**config.mk**
```make
export PLATFORM = sky130hd
export DESIGN_NAME = adsr_poly_envelope
export DESIGN_NICKNAME = d
export VERILOG_FILES = /design/src/rtl/adsr_poly_envelope.sv
export SDC_FILE = /design/constraint.sdc
export NUM_CORES = 1
export LEC_CHECK = 0
export CAP_MARGIN = 20
export CORE_MARGIN = 2
export CORE_UTILIZATION = 50
export DETAILED_ROUTE_END_ITERATION = 12
export PLACE_DENSITY_LB_ADDON = 0.25
export SKIP_CTS_REPAIR_TIMING = 1
export SLEW_MARGIN = 15
export SYNTH_ARGS = -nofsm -noshare
export SYNTH_HDL_FRONTEND = slang
export SYNTH_SLANG_ARGS = --single-unit
```
**constraint.sdc**
```tcl
create_clock -name clk -period 6.37 [get_ports clk]
set_input_delay 0.9555 -clock clk [delete_from_list [all_inputs] [get_ports clk]]
set_output_delay 0.9555 -clock clk [all_outputs]
set_load 0.005 [all_outputs]
```
**src/rtl/adsr_poly_envelope.sv**
```systemverilog
`default_nettype none
// ============================================================================
// Module      : adsr_poly_envelope
// Description : Polyphonic ADSR envelope generator with one shared rate tick
//               and shared a/d/s/r controls.
// Revision    : 1.0 - initial release
// ============================================================================
module adsr_poly_envelope #(
    parameter int NUM_VOICES    = 4,
    parameter int CONTROL_WIDTH = 10,
    parameter int OUTPUT_WIDTH  = 10,
    parameter int TICK_DIV      = 50,
    parameter int RETRIG_LEGATO = 0
) (
    input  logic                               clk,
    input  logic                               reset,
    input  logic [NUM_VOICES-1:0]              gate,
    input  logic [CONTROL_WIDTH-1:0]           a,
    input  logic [CONTROL_WIDTH-1:0]           d,
    input  logic [CONTROL_WIDTH-1:0]           s,
    input  logic [CONTROL_WIDTH-1:0]           r,
    output logic [NUM_VOICES*OUTPUT_WIDTH-1:0] envelope,
    output logic [NUM_VOICES-1:0]              active,
    output logic [NUM_VOICES-1:0]              done
);

    localparam int                      TICK_W    = (TICK_DIV > 1) ? $clog2(TICK_DIV) : 1;
    localparam logic [TICK_W-1:0]       TICK_LAST = TICK_W'(TICK_DIV - 1);
    localparam logic [OUTPUT_WIDTH-1:0] LEVEL_MAX = '1;

    typedef enum logic [2:0] {
        ST_IDLE    = 3'd0,
        ST_ATTACK  = 3'd1,
        ST_DECAY   = 3'd2,
        ST_SUSTAIN = 3'd3,
        ST_RELEASE = 3'd4
    } state_t;

    logic [TICK_W-1:0]       tick_cnt;
    logic                    tick;
    logic [OUTPUT_WIDTH-1:0] sus;

    assign tick = (tick_cnt == TICK_LAST);

    always_ff @(posedge clk) begin
        if (reset || tick) begin
            tick_cnt <= '0;
        end else begin
            tick_cnt <= tick_cnt + TICK_W'(1);
        end
    end

    // Sustain control is MSB-aligned onto the level range.
    generate
        if (OUTPUT_WIDTH >= CONTROL_WIDTH) begin : g_sus_widen
            assign sus = OUTPUT_WIDTH'(s) << (OUTPUT_WIDTH - CONTROL_WIDTH);
        end else begin : g_sus_narrow
            assign sus = OUTPUT_WIDTH'(s >> (CONTROL_WIDTH - OUTPUT_WIDTH));
        end
    endgenerate

    generate
        for (genvar v = 0; v < NUM_VOICES; v++) begin : g_voice
            state_t                  state_q, state_d;
            logic [OUTPUT_WIDTH-1:0] level_q, level_d;
            logic [CONTROL_WIDTH-1:0] rc_q, rc_d, rc_adv, rate;
            logic                    gate_q, rise, fall, step, finish;
            logic [OUTPUT_WIDTH-1:0] env_q;
            logic                    act_q, done_q;

            assign rise = gate[v] & ~gate_q;
            assign fall = ~gate[v] & gate_q;

            always_comb begin
                case (state_q)
                    ST_ATTACK: rate = a;
                    ST_DECAY:  rate = d;
                    default:   rate = r;
                endcase
            end

            // The >= compare lets a lowered rate take effect on the next tick.
            assign step   = tick && (rc_q >= rate);
            assign rc_adv = step ? '0 : (tick ? rc_q + CONTROL_WIDTH'(1) : rc_q);

            always_comb begin
                state_d = state_q;
                level_d = level_q;
                rc_d    = rc_q;
                finish  = 1'b0;
                if (rise) begin
                    state_d = ST_ATTACK;
                    rc_d    = '0;
                    if (RETRIG_LEGATO == 0) begin
                        level_d = '0;
                    end
                end else if (fall && (state_q == ST_ATTACK || state_q == ST_DECAY ||
                                      state_q == ST_SUSTAIN)) begin
                    state_d = ST_RELEASE;
                    rc_d    = '0;
                end else begin
                    case (state_q)
                        ST_IDLE: begin
                            level_d = '0;
                        end
                        ST_ATTACK: begin
                            if (level_q == LEVEL_MAX) begin
                                state_d = ST_DECAY;
                                rc_d    = '0;
                            end else begin
                                rc_d = rc_adv;
                                if (step) begin
                                    level_d = level_q + OUTPUT_WIDTH'(1);
                                end
                            end
                        end
                        ST_DECAY: begin
                            if (level_q <= sus) begin
                                state_d = ST_SUSTAIN;
                                level_d = sus;
                                rc_d    = '0;
                            end else begin
                                rc_d = rc_adv;
                                if (step) begin
                                    level_d = level_q - OUTPUT_WIDTH'(1);
                                end
                            end
                        end
                        ST_SUSTAIN: begin
                            level_d = sus;
                        end
                        ST_RELEASE: begin
                            if (level_q == '0) begin
                                state_d = ST_IDLE;
                                rc_d    = '0;
                                finish  = 1'b1;
                            end else begin
                                rc_d = rc_adv;
                                if (step) begin
                                    level_d = level_q - OUTPUT_WIDTH'(1);
                                end
                            end
                        end
                        default: begin
                            state_d = ST_IDLE;
                            level_d = '0;
                            rc_d    = '0;
                        end
                    endcase
                end
            end

            always_ff @(posedge clk) begin
                if (reset) begin
                    state_q <= ST_IDLE;
                    level_q <= '0;
                    rc_q    <= '0;
                    gate_q  <= 1'b0;
                    env_q   <= '0;
                    act_q   <= 1'b0;
                    done_q  <= 1'b0;
                end else begin
                    state_q <= state_d;
                    level_q <= level_d;
                    rc_q    <= rc_d;
                    gate_q  <= gate[v];
                    env_q   <= level_q;
                    act_q   <= (state_q != ST_IDLE);
                    done_q  <= finish;
                end
            end

            assign envelope[v*OUTPUT_WIDTH +: OUTPUT_WIDTH] = env_q;
            assign active[v] = act_q;
            assign done[v]   = done_q;
        end
    endgenerate

endmodule
`default_nettype wire

```
==> results.cfg <==
[outcome]
status = finished, final reports clean

[finish]
nets = 1606
final_cells = 1758
drive_gt1_share_pct = 5.548
nFillCells = 2020
seqCellArea_mm2 = 0.003003
num_antenna_cells = 0
area_growth_pct = 12.74
multi_input_area_mm2 = 0.007562

[critical_path]
end_kind = register
r2r_setup_slack_ns = 1.71
reg2reg_depth = 14
critPathMaxFanout = 17
r2r_end = g_voice[2].level_q[9]
critPathArrivalTime_ns = 5.02
reg2reg_from = g_voice[2].state_q[1]
cp-start-kind = register
critical_path_class = register to register
required_ns = 6.73

[global_routing]
antenna_found_initial = 0
grt_max_degree = 44
grt_pass1_vias = 10650
grt_util_all_layers_pct = 29.47
overflow = 0
grt_first_pass_wirelength_mm = 56.54

[routing]
drt_pass1_iterations = 5
drtIter0Drc = 1215
wl_mm = 35.49
drc = 0
vias_per_cell = 6.683
ant_nets = 0
vias = 11750
wl_per_cell_um = 20.19

[floorplan]
die_h_um = 154.1
dieArea_mm2 = 0.02374
die_w_um = 154.1
ioPinCount = 94
core-area_mm2 = 0.02196
initial_core_util_pct = 51.29
fp-row-count = 54

[pwr]
power.share.combinational_pct = 12.3
power.total_mw = 2.317
power_switching_share_pct = 27.73
ir_worst_vdd_mv = 0.1600
seq_power_share_pct = 41.7
p_per_area_mw_per_mm2 = 182.5
leakagePower_nw = 4.668
p_switching_mw = 0.6424
p_int_mw = 1.675
power_frac_clock_pct = 46.0

[clock_tree]
cts_htree_levels = 4
clk_latency_ns = 0.44
clockBufferDepth = 2
cts_buffers = 17
tritoncts = built
clk_pin_slew_worst_paths_ns = 0.07
clock-root-buffer = clkbuf_16
cts.sink_count = 150

[run]
maxCapViolations = 0

[sta]
setup_violations = 0
finalHoldViolCount = 0
maxSlewViolCount = 0
max-slew-margin-rel_pct = 29.42
fin_skew_ns = 0.01287
fin_crit_sh_pct = 73.10
period_minus_slack_ns = 4.657
setup-tns-final_ns = 0
worst-slew-pin-transition_ns = 1.057
grt_setup_unrepaired = no
max_clock_freq_ghz = 0.2147

[logic_synthesis]
syn_nets = 1596
netlist.area_leader.share_pct = 26.66
synth_area_per_cell_um2 = 7.741
seq_area_frac_synth_pct = 26.66
synth-seq-cells = 150
synthTopCellsByArea = dfxtp_1 (27%), ha_1 (11%), o21ai_0 (7.1%)
synth_cells = 1455
synth_edf_count = 0
ys_types = 92
yosys_warnings = 0
yosys_most_used_dff = dfxtp_1
synth.cell_area_mm2 = 0.01126
ys_async_sr_fraction_pct = 0
yosys.area.top_type = dfxtp_1

[placement]
placed_cells = 1726
port_buffers = 93
place_congestion = 0.9540
hpwl_mm = 25.33

[hold_path]
whs_endpoint = g_voice[1].rc_q[9]
min_from = g_voice[1].rc_q[9]
hold_depth = 1
hp-class = register to register
-- cell type report --
| class | instances | area share [%] |
|---|---|---|
| sequential | 150 | 23.65 |
| multi-input combinational | 1142 | 59.55 |
| tap | 280 | 2.759 |
| clock inverter | 13 | 1.350 |
| inverter | 54 | 1.596 |
| clock buffer | 19 | 3.409 |
| timing repair buffer | 100 | 7.686 |
-- routing by layer --
metal | up-vias | wire length, um | GRT usage (%)
met5 | - | 0 | 0
met4 | 0 | 1489 | 13.62
met3 | 114 | 3420 | 5.862
met2 | 687 | 15260 | 44.91
met1 | 5449 | 15330 | 40.16
li1 | 5498 | - | -
-- logic make-up after synthesis --
logic type / share of synthesized area, %
AOI/OAI and AO/OA: 31.39
buffers and inverters: 6.199
and+or+nand+nor: 21.48
muxes: 0.2777
adders and majority gates: 10.64
xor gates and xnor gates: 3.344
DFF: 26.66
-- state kept, by name, summed over array words and instances (netlist names) --
signal,cells
g_voice.level_q,40
g_voice.state_q,12
g_voice.done_q,4
g_voice.act_q,4
g_voice.rc_q,40
g_voice.gate_q,4
g_voice.env_q,40
tick_cnt,6
-- placed cells by master, fill, tap and decap left out, types with 14 or more instances in the layout --
cell type | netlist | routed
a21o_1 | 17 | 17
a21oi_1 | 75 | 75
and3_1 | 24 | 24
clkbuf_16 | 0 | 17
clkdlybuf4s50_1 | 0 | 92
dfxtp_1 | 150 | 150
ha_1 | 95 | 95
inv_1 | 54 | 54
nand2_1 | 121 | 121
nand3_1 | 51 | 51
nand4_1 | 19 | 19
nor2_1 | 108 | 108
nor2b_1 | 39 | 39
nor3_1 | 36 | 36
o21ai_0 | 160 | 160
o221ai_1 | 37 | 37
o22ai_1 | 53 | 53
o31ai_1 | 14 | 14
xnor2_1 | 25 | 25
xor2_1 | 18 | 18
-- worst max-delay path, cell delays in order, from the launching register on --
cell      delay [ns]
dfxtp_1         0.75
inv_1           0.41
nand2_1         0.45
o221ai_1        0.19
o21ai_0         0.12
o21ai_0         0.14
ha_1            0.32
a21o_1          0.16
a221o_1         0.33
a31o_2          0.24
a21oi_1         0.45
nor2_1          0.21
o21ai_2         0.42
a22oi_1         0.16
a211oi_1        0.22
-- power groups by stage --
stage,sequential (mW),clock [mW],combinational [mW]
2_1_floorplan,0.970,0,0.188
3_3_place_gp,0.985,0,0.272
3_5_place_dp,0.986,0,0.278
4_1_cts,0.965,1.08,0.280
5_1_grt,0.968,1.12,0.314
6_report,0.966,1.07,0.286
-- stage by stage --
step	cell area, um2	util (%)	worst slack [ns]	hold WS, ns
floorplan	11260	-	2.870	0.4403
global placement	12090	55.05	1.741	0.4721
detailed placement	12090	55.08	1.732	0.4641
CTS	12700	57.83	1.899	0.4840
global route	12700	57.83	1.521	0.4888
finish	12700	57.83	1.713	0.4843
-- worst max path at each step --
stage | from | end | slack, ns | cells after the start
after floorplan | r[7] | g_voice[3].level_q[7] | 2.87 | 13
after global placement | r[5] | g_voice[2].level_q[9] | 1.74 | 13
after detailed placement | r[9] | g_voice[1].level_q[7] | 1.73 | 12
after CTS | g_voice[2].state_q[1] | g_voice[2].level_q[9] | 1.90 | 14
after global routing | g_voice[2].state_q[1] | g_voice[2].level_q[9] | 1.52 | 14
final | g_voice[2].state_q[1] | g_voice[2].level_q[9] | 1.71 | 14
-- cell usage after synthesis, types with 8 or more instances --
library cell	number
a21o_1	17
nand2b_1	12
xnor2_1	25
and3_1	24
dfxtp_1	150
nor2_1	108
inv_1	54
or3_1	8
o221ai_1	37
nand2_1	121
buf_2	18
a21oi_1	75
nor3_1	36
nor4_1	11
ha_1	95
o22ai_1	53
buf_1	9
a32o_1	10
buf_4	11
nand3_1	51
o32ai_1	8
a22oi_1	9
clkbuf_1	68
nand4_1	19
xor2_1	18
o211ai_1	8
o31ai_1	14
o21ai_0	160
or2_2	8
a211oi_1	12
nor2b_1	39
a32oi_1	8
Power figures use the tool's default switching activity.
